### src/rtl/li_relay_station.sv
// Latency-insensitive relay station: one register stage on the valid/stop channel, with main/aux registers for full throughput.
// Optional stall-cycle counter enabled by defining LI_RS_STALL_COUNT_EN.
module li_relay_station #(
  parameter int WIDTH = 6
`ifdef LI_RS_STALL_COUNT_EN
  ,
  parameter int CNT_WIDTH = 16
`endif
) (
  input  logic                 clk,
  input  logic                 reset,
  input  logic [WIDTH-1:0]     i_data,
  input  logic                 i_valid,
  output logic                 o_stop,
  output logic [WIDTH-1:0]     o_data,
  output logic                 o_valid,
  input  logic                 i_stop
`ifdef LI_RS_STALL_COUNT_EN
  ,
  output logic [CNT_WIDTH-1:0] o_stall_cycles
`endif
);

  typedef enum logic {PROC, STALL} state_t;

  state_t           state, next_state;
  logic [WIDTH-1:0] main_data, aux_data;
  logic             main_valid, aux_valid;
  logic             main_load_in, main_load_aux, aux_load;

  always_ff @(posedge clk) begin
    if (reset) state <= PROC;
    else       state <= next_state;
  end

  // A void token in main never blocks the input, even when downstream stops.
  always_comb begin
    next_state    = state;
    main_load_in  = 1'b0;
    main_load_aux = 1'b0;
    aux_load      = 1'b0;
    unique case (state)
      PROC: begin
        if (!i_stop || !main_valid) begin
          main_load_in = 1'b1;
        end else if (i_valid) begin
          aux_load   = 1'b1;
          next_state = STALL;
        end
      end
      STALL: begin
        if (!i_stop) begin
          main_load_aux = 1'b1;
          next_state    = PROC;
        end
      end
      default: next_state = PROC;
    endcase
  end

  always_ff @(posedge clk) begin
    if (reset) begin
      main_data  <= '0;
      main_valid <= 1'b0;
      aux_data   <= '0;
      aux_valid  <= 1'b0;
    end else begin
      if (main_load_in) begin
        main_data  <= i_data;
        main_valid <= i_valid;
      end else if (main_load_aux) begin
        main_data  <= aux_data;
        main_valid <= aux_valid;
      end
      if (aux_load) begin
        aux_data  <= i_data;
        aux_valid <= 1'b1;
      end else if (main_load_aux) begin
        aux_valid <= 1'b0;
      end
    end
  end

  assign o_data  = main_data;
  assign o_valid = main_valid;
  assign o_stop  = (state == STALL);

`ifdef LI_RS_STALL_COUNT_EN
  logic [CNT_WIDTH-1:0] stall_cnt;

  // Saturates so long stalls read as "at least all-ones" rather than wrapping.
  always_ff @(posedge clk) begin
    if (reset)
      stall_cnt <= '0;
    else if (state == STALL && stall_cnt != {CNT_WIDTH{1'b1}})
      stall_cnt <= stall_cnt + 1'b1;
  end

  assign o_stall_cycles = stall_cnt;
`endif

endmodule

### config.mk
export PLATFORM = sky130hd
export DESIGN_NAME = li_relay_station
export DESIGN_NICKNAME = d
export VERILOG_FILES = /design/src/rtl/li_relay_station.sv
export SDC_FILE = /design/constraint.sdc
export NUM_CORES = 1
export LEC_CHECK = 0
export BUFFER_PORTS_ARGS = -buffer_cell sky130_fd_sc_hd__buf_2
export CORE_AREA = 2 2 39 41
export CTS_CLUSTER_SIZE = 10
export DETAILED_ROUTE_END_ITERATION = 8
export DIE_AREA = 0 0 41 43
export PLACE_DENSITY_LB_ADDON = 0.05
export SETUP_SLACK_MARGIN = 0.5
export SYNTH_ARGS = -nofsm -noshare
export SYNTH_HDL_FRONTEND = slang
export SYNTH_SLANG_ARGS = --single-unit
### constraint.sdc
create_clock -name clk -period 1.35 [get_ports clk]
set_input_delay 0.27 -clock clk [delete_from_list [all_inputs] [get_ports clk]]
set_output_delay 0.27 -clock clk [all_outputs]
set_load 0.02 [all_outputs]
; ---- Word-level counts from Yosys, hierarchy flattened
; Cells that the tools add are included.
[totals]
word_cells = 26
register_bits = 15
inputBits = 10
output_inout_bits = 8
[classes]
mux = 15
reduce_logical = 5
n_bitwise = 1
[ops]
columns = operator, count
row1 = $mux 1, 12
row2 = $mux 6, 2
row3 = $reduce_bool 2->1, 2
row4 = $logic_not 1->1, 2
row5 = $pmux 1 s2, 1
row6 = $logic_or 1x1->1, 1
row7 = $not 1->1, 1

; ---- Longest topological paths before layout
; Gate-level depths: netlist of run 1.
[depth]
ltp_word = 5
ltp_mapped = 3
mapped_depth_nobuf = 3

; ---- Worst setup path after synthesis of run 1
; Ideal clock, no wire load.
[synth_timing]
path_kind = reg-to-reg
from = reg state (netlist: o_stop)
to = reg aux_data[0]
setup_time_ns = 0.128
setup_slack_ns = 0.202
t_arrival_ns = 1.020
required_time_ns = 1.222
n_path_buf = 0
path_stages_with_launch = 4
synth_period_minus_slack_ns = 1.148
path_cell_list = dfxtp_1 nand4b_4 mux2i_1 nor2_1
[synth_via]
elab_chain_len = 1
[synth_rtl]
columns = element, line
row1 = "start, declared", 26  ; state_t state, next_state;
row2 = "start signal, assigned", 33  ; else state <= next_state;
row3 = $mux 1, 42  ; unique case (state)
row4 = "end signal, assigned", 76  ; aux_data <= i_data;
row5 = "end, declared", 27  ; logic [WIDTH-1:0] main_data, aux_data;
; Every way passes these cells.
; A chain may end at the register's enable or synchronous reset.

; ---- Final worst setup path of run 1
[layout_timing]
from = reg main_valid (netlist: o_valid)
to = out o_valid
[layout_lines]
columns = element, line
row1 = "start, declared", 28  ; logic main_valid, aux_valid;
row2 = "start signal, assigned", 70  ; main_valid <= i_valid;
row3 = "start signal, assigned", 73  ; main_valid <= aux_valid;
row4 = "end, declared", 16  ; output logic o_valid,
; No word-level cell between the ends.

==> qor.yml, run 1 <==
max-cap-violations: 0
synthArstFlopShare_pct: 0
cp_cell_sequence: "buf_6"
ff_latch_area_um2: 315.3
yosys.area.top_type: "dfxtp_1"
power_w: 0.0008985
use_met3_pct: 4.712
syn_avg_cell_area_um2: 9.902
io_pins: 18
tightest_slew_ns: 0.2693
ys_ff_latch: 15
grt.met2_usage_pct: 25.94
syn_area_um2: 574.3
cts_root_buffer: "clkbuf_4"
grt_pass1_wl_mm: 2.001
yosys_warnings: 0
gp_congestion: 0.6740
finalHoldWorstSlack_ns: 0.2369
htree_levels: 1
vias_per_cell: 5.232
crit_buf_inv: 1
cp_max_fo: 6
fp.dieH_um: 43
grtUsageMet1_pct: 20.27
holdPathStages: 3
synth_top_area_share_pct: 52.29
synth_edf_count: 0
drtAntennaViolNets: 0
hold_path.class: "in2reg"
timing.final.crit_period_ns: 1.089
status: "finished, final reports clean"
grt_max_degree: 16
fin_ws_ns: 0.2609
worstPathRequired_ns: 1.08
synth_ff_type: "dfxtp_1"
grt_pass1_vias: 476
postSynthCellCount: 58
cts_buffer_depth: 2
pre_cts_ws_ns: 0.3073
maxSlewViolCount: 0
floorplan.rows: 14
die_x_um: 41
cp_slowest_stage_delay_ns: 0.41
rr_startpoint: "o_valid$_SDFFE_PP0P_"
top_usage_layer: "met2"
synth_area_leaders: "dfxtp_1, mux2i_1, nor2_1"
nets: 94
track_usage_pct: 17.04
cts_tree: "done"
finalSetupTns_ns: 0
slowest_stage: "dfxtp_4"
antenna_found_initial: 0
synth-seq-area-share_pct: 52.29
drt_pass1_iterations: 3
r2r_slack_ns: 0.28
dpl.hpwl_um: 814.5
leakage_nw: 0.4033
cts_buffers: 3
critical-path-top-delay-family: "flip-flops"
multi_input_area_um2: 290.3
port_buffers: 17
start_util_pct: 41.50
wl_mm: 1.254
dr.first_iter.drc_count: 5
hold_viol: 0
finalCritPeriodShare_pct: 80.67
clk_latency_ns: 0.28
n_fill_cell: 129
syn-num-nets: 68
synthTopCellsByCount: "dfxtp_1, nor2_1, mux2i_1, nor3_1, o22ai_1"
synth.most_common_cell: "dfxtp_1"
ctsHoldBuffers: 0
antenna_cells: 0
worstHoldStart: "i_data[3]"
worstSetupPathType: "reg2out"
critPathLaunchType: "register"
area_growth_pct: 44.44
rsz0062_at_grt: "true"
via_count: 518
setup_viol: 0
rr_worst_depth: 4
r2r_end: "aux_data[5]$_SDFFE_PP0P_"
max_slew_margin_pct: 82.05
whs_endpoint: "aux_data[3]$_SDFFE_PP0P_"
critPathCaptureType: "output pin"
die_area_um2: 1763
clkSlewWorstSetupHoldPaths_ns: 0.09
fin_skew_ns: 0.007515
wire_per_inst_um: 12.67
cts_sinks: 15
synth_cell_type_count: 15
drive_gt1_share_pct: 51.81
core_area_um2: 1384
drc_errors: 0
fmax_mhz: 918.2
cellPowerDensity_nw_per_um2: 1083
grt_overflow_total: 0
ir_drop_mv: 0.6438
cp.arrival_ns: 0.82
==> repair_timing <==
action | in CTS | in global routing
endpoints found under the setup margin | 21 | 21
buffers inserted | 2 | 3
pin swaps | 1 | 4
gates resized for setup | 22 | 7
==> cell families after synthesis <==
logic type	after synthesis	synth area share, %
simple gates	24	23.53
flops	15	52.29
compound gates	12	13.07
mux	6	10.46
buf+inv	1	0.6530
==> metal layers <==
layer	share of wire [%]	up-vias	wire length, µm
met3	4.8	4	60
met2	48	15	604
met5	0	-	0
li1	-	260	-
met1	44	239	558
met4	2.4	0	30
==> state kept, by name (all words and copies together) (netlist names) <==
register	cells
aux_valid	1
o_data	6
aux_data	6
o_valid	1
o_stop	1
==> placed cells by master, fill, tap and decap left out, drive strengths merged, types with 3 or more instances in the layout <==
cell type,n
a21oi,4
buf,22
clkbuf,3
dfxtp,15
mux2i,6
nor2,12
nor3,6
o22ai,6
==> worst max-delay path by stage <==
| stage | startpoint | end | slack (ns) | cells after the start |
|---|---|---|---|---|
| finish | o_valid$_SDFFE_PP0P_ | o_valid | 0.26 | 1 |
| global route | o_valid$_SDFFE_PP0P_ | aux_data[5]$_SDFFE_PP0P_ | 0.21 | 4 |
| CTS | o_stop$_SDFF_PP0_ | o_stop | 0.27 | 1 |
| detailed placement | i_stop | o_data[1]$_SDFFE_PP0P_ | 0.31 | 4 |
| global placement | i_stop | o_data[3]$_SDFFE_PP0P_ | 0.31 | 4 |
| floorplan | o_stop$_SDFF_PP0_ | o_data[1]$_SDFFE_PP0P_ | 0.40 | 3 |
==> stage by stage <==
step	cell area [µm²]	cells	utilization, %
6_report	829.5	99	59.95
5_1_grt	829.5	99	59.95
4_1_cts	783.3	96	56.60
3_5_place_dp	683.2	90	49.37
3_3_place_gp	683.2	90	49.37
2_1_floorplan	581.8	58	-
==> report_power, final <==
part	switching (W)	internal, W	leakage, nW
sequential	0.0000205	0.000467	0.126
combinational	0.0000743	0.0000840	0.259
clock	0.000143	0.000110	0.0177
==> cell type report <==
cell class | count | share of cell area, %
clock inverters | 1 | 0.6033
repair buffers | 22 | 21.27
clock buffers | 3 | 2.715
well taps | 16 | 2.413
flip-flops and latches | 15 | 38.01
multi-input cells | 42 | 34.99
Note: power is estimated with default switching activity, not from simulation.
==> inputs of run 2 (changes only) <==
==> constraint.sdc (replaced) <==
create_clock -name clk -period 1.12 [get_ports clk]
set_input_delay 0.224 -clock clk [delete_from_list [all_inputs] [get_ports clk]]
set_output_delay 0.224 -clock clk [all_outputs]
set_load 0.02 [all_outputs]
==> run 2 against run 1 <==
Compared with the run above:
- final area increased by 5.9%
- combinational power increased by 31%
- power increased by 24%
==> qor.yml, run 2 (same netlist as run 1, synthesis figures left out) <==
status: "finished, final reports clean"
dpl.hpwl_um: 827.2
dr.first_iter.drc_count: 5
htree_levels: 1
cts_tree: "done"
tightest_slew_ns: 0.3153
place_area_um2: 688.2
grt_overflow_total: 0
leakage_nw: 0.4153
wire_per_inst_um: 14.30
slowest_stage: "dfxtp_4"
power.internal_w: 0.0008096
n_fill_cell: 124
die_x_um: 41
track_usage_pct: 18.12
max-cap-violations: 0
cts_root_buffer: "clkbuf_4"
combinationalPowerShare_pct: 18.7
drtAntennaViolNets: 0
vias_per_cell: 5.141
timing.final.crit_period_ns: 1.052
wl_mm: 1.416
pre_cts_ws_ns: 0.04622
cp_max_fo: 6
drt_pass1_iterations: 2
fmax_mhz: 950.2
cp_slowest_stage_delay_ns: 0.41
switchingPower_w: 0.0003017
grt_pass1_vias: 465
antenna_found_initial: 0
floorplan.rows: 14
fin_skew_ns: 0.001444
clkSlewWorstSetupHoldPaths_ns: 0.09
cts_buffers: 3
ir_drop_mv: 0.7615
cts_buffer_depth: 2
maxSlewViolCount: 0
setup_viol: 0
critical-path-top-delay-family: "flip-flops"
critPathLaunchType: "register"
final_cell_mix: "nor2_1, buf_2, buf_6"
fin_util_pct: 63.47
sw_frac_of_total_pct: 27.15
die_area_um2: 1763
gp_congestion: 0.6727
cp.arrival_ns: 0.83
worstSetupPathType: "reg2out"
area_growth_pct: 52.94
max_slew_margin_pct: 78.98
nets: 94
power_frac_seq_pct: 53.1
drc_errors: 0
grt_max_degree: 16
rsz0062_at_grt: "true"
core_area_um2: 1384
power_frac_clock_pct: 28.2
cp_cell_sequence: "buf_6"
hold_viol: 0
final_area_um2: 878.3
hold_path.class: "in2reg"
finalCritPeriodShare_pct: 93.96
via_count: 509
grt_pass1_wl_mm: 2.014
cts_sinks: 15
finalSetupTns_ns: 0
critPathCaptureType: "output pin"
drive_gt1_share_pct: 59.04
clk_latency_ns: 0.29
start_util_pct: 41.50
fp.dieH_um: 43
fin_ws_ns: 0.06761
cellPowerDensity_nw_per_um2: 1265
io_pins: 18
worstPathRequired_ns: 0.90
crit_buf_inv: 1
antenna_cells: 0
port_buffers: 17
run 2: cell types whose count changed in the layout (fill, tap and decap cells not counted), sizes merged:
| cell | previous run | this run |
|---|---|---|
| clkinv | 1 | 0 |
| clkbuf | 3 | 4 |
run 2: worst paths after layout:
path | startpoint | slack [ns] | cells past startpoint | to
max | o_valid$_SDFFE_PP0P_ | 0.07 | 1 | o_valid
min | i_data[4] | 0.18 | 3 | aux_data[4]$_SDFFE_PP0P_
max reg2reg | o_stop$_SDFF_PP0_ | 0.08 | 3 | o_data[4]$_SDFFE_PP0P_
min reg2reg | aux_valid$_SDFFE_PP0P_ | 0.47 | 2 | aux_valid$_SDFFE_PP0P_
run 2: area by class of cell:
type	instances	area [µm²]	area share (%)
clock buffer	4	26.28	2.991
multi-input combinational	42	340.3	38.75
sequential	15	315.3	35.90
tap	16	20.02	2.279
timing repair buffer	22	176.4	20.09
run 2: repair_timing:
| action | in CTS | in global routing |
|---|---|---|
| setup buffers | 2 | 3 |
| resized for setup | 22 | 12 |
| endpoints found under the setup margin | 23 | 23 |
| endpoints found under the hold margin | 0 | 0 |
| pin swaps | 4 | 8 |
| hold buffers | 0 | 0 |
run 2: per-layer routing:
| metal | GRT usage, % | vias to the layer above | part of all wire, % |
|---|---|---|---|
| li1 | - | 257 | - |
| met1 | 21.12 | 234 | 44 |
| met2 | 25.62 | 14 | 48 |
| met3 | 7.853 | 4 | 5.6 |
| met4 | 12.00 | 0 | 2.7 |
| met5 | 0 | - | 0 |
run 2: stage by stage:
| step | power (W) | cells | hold WS [ns] |
|---|---|---|---|
| after floorplan | 0.0006783 | 58 | 0.2903 |
| after global routing | 0.001163 | 99 | 0.2039 |
| after CTS | 0.001089 | 96 | 0.1814 |
| after global placement | 0.0007364 | 90 | 0.4466 |
| final | 0.001111 | 99 | 0.1820 |
| after detailed placement | 0.0007380 | 90 | 0.4521 |
run 2: power groups by stage:
stage                     Combinational [W]  Sequential (W)  Clock, W
after CTS                          0.000180        0.000588  0.000320
final                              0.000207        0.000590  0.000314
after global routing               0.000221        0.000595  0.000347
after detailed placement           0.000145        0.000593         0
after global placement             0.000144        0.000592         0
after floorplan                   0.0000607        0.000618         0
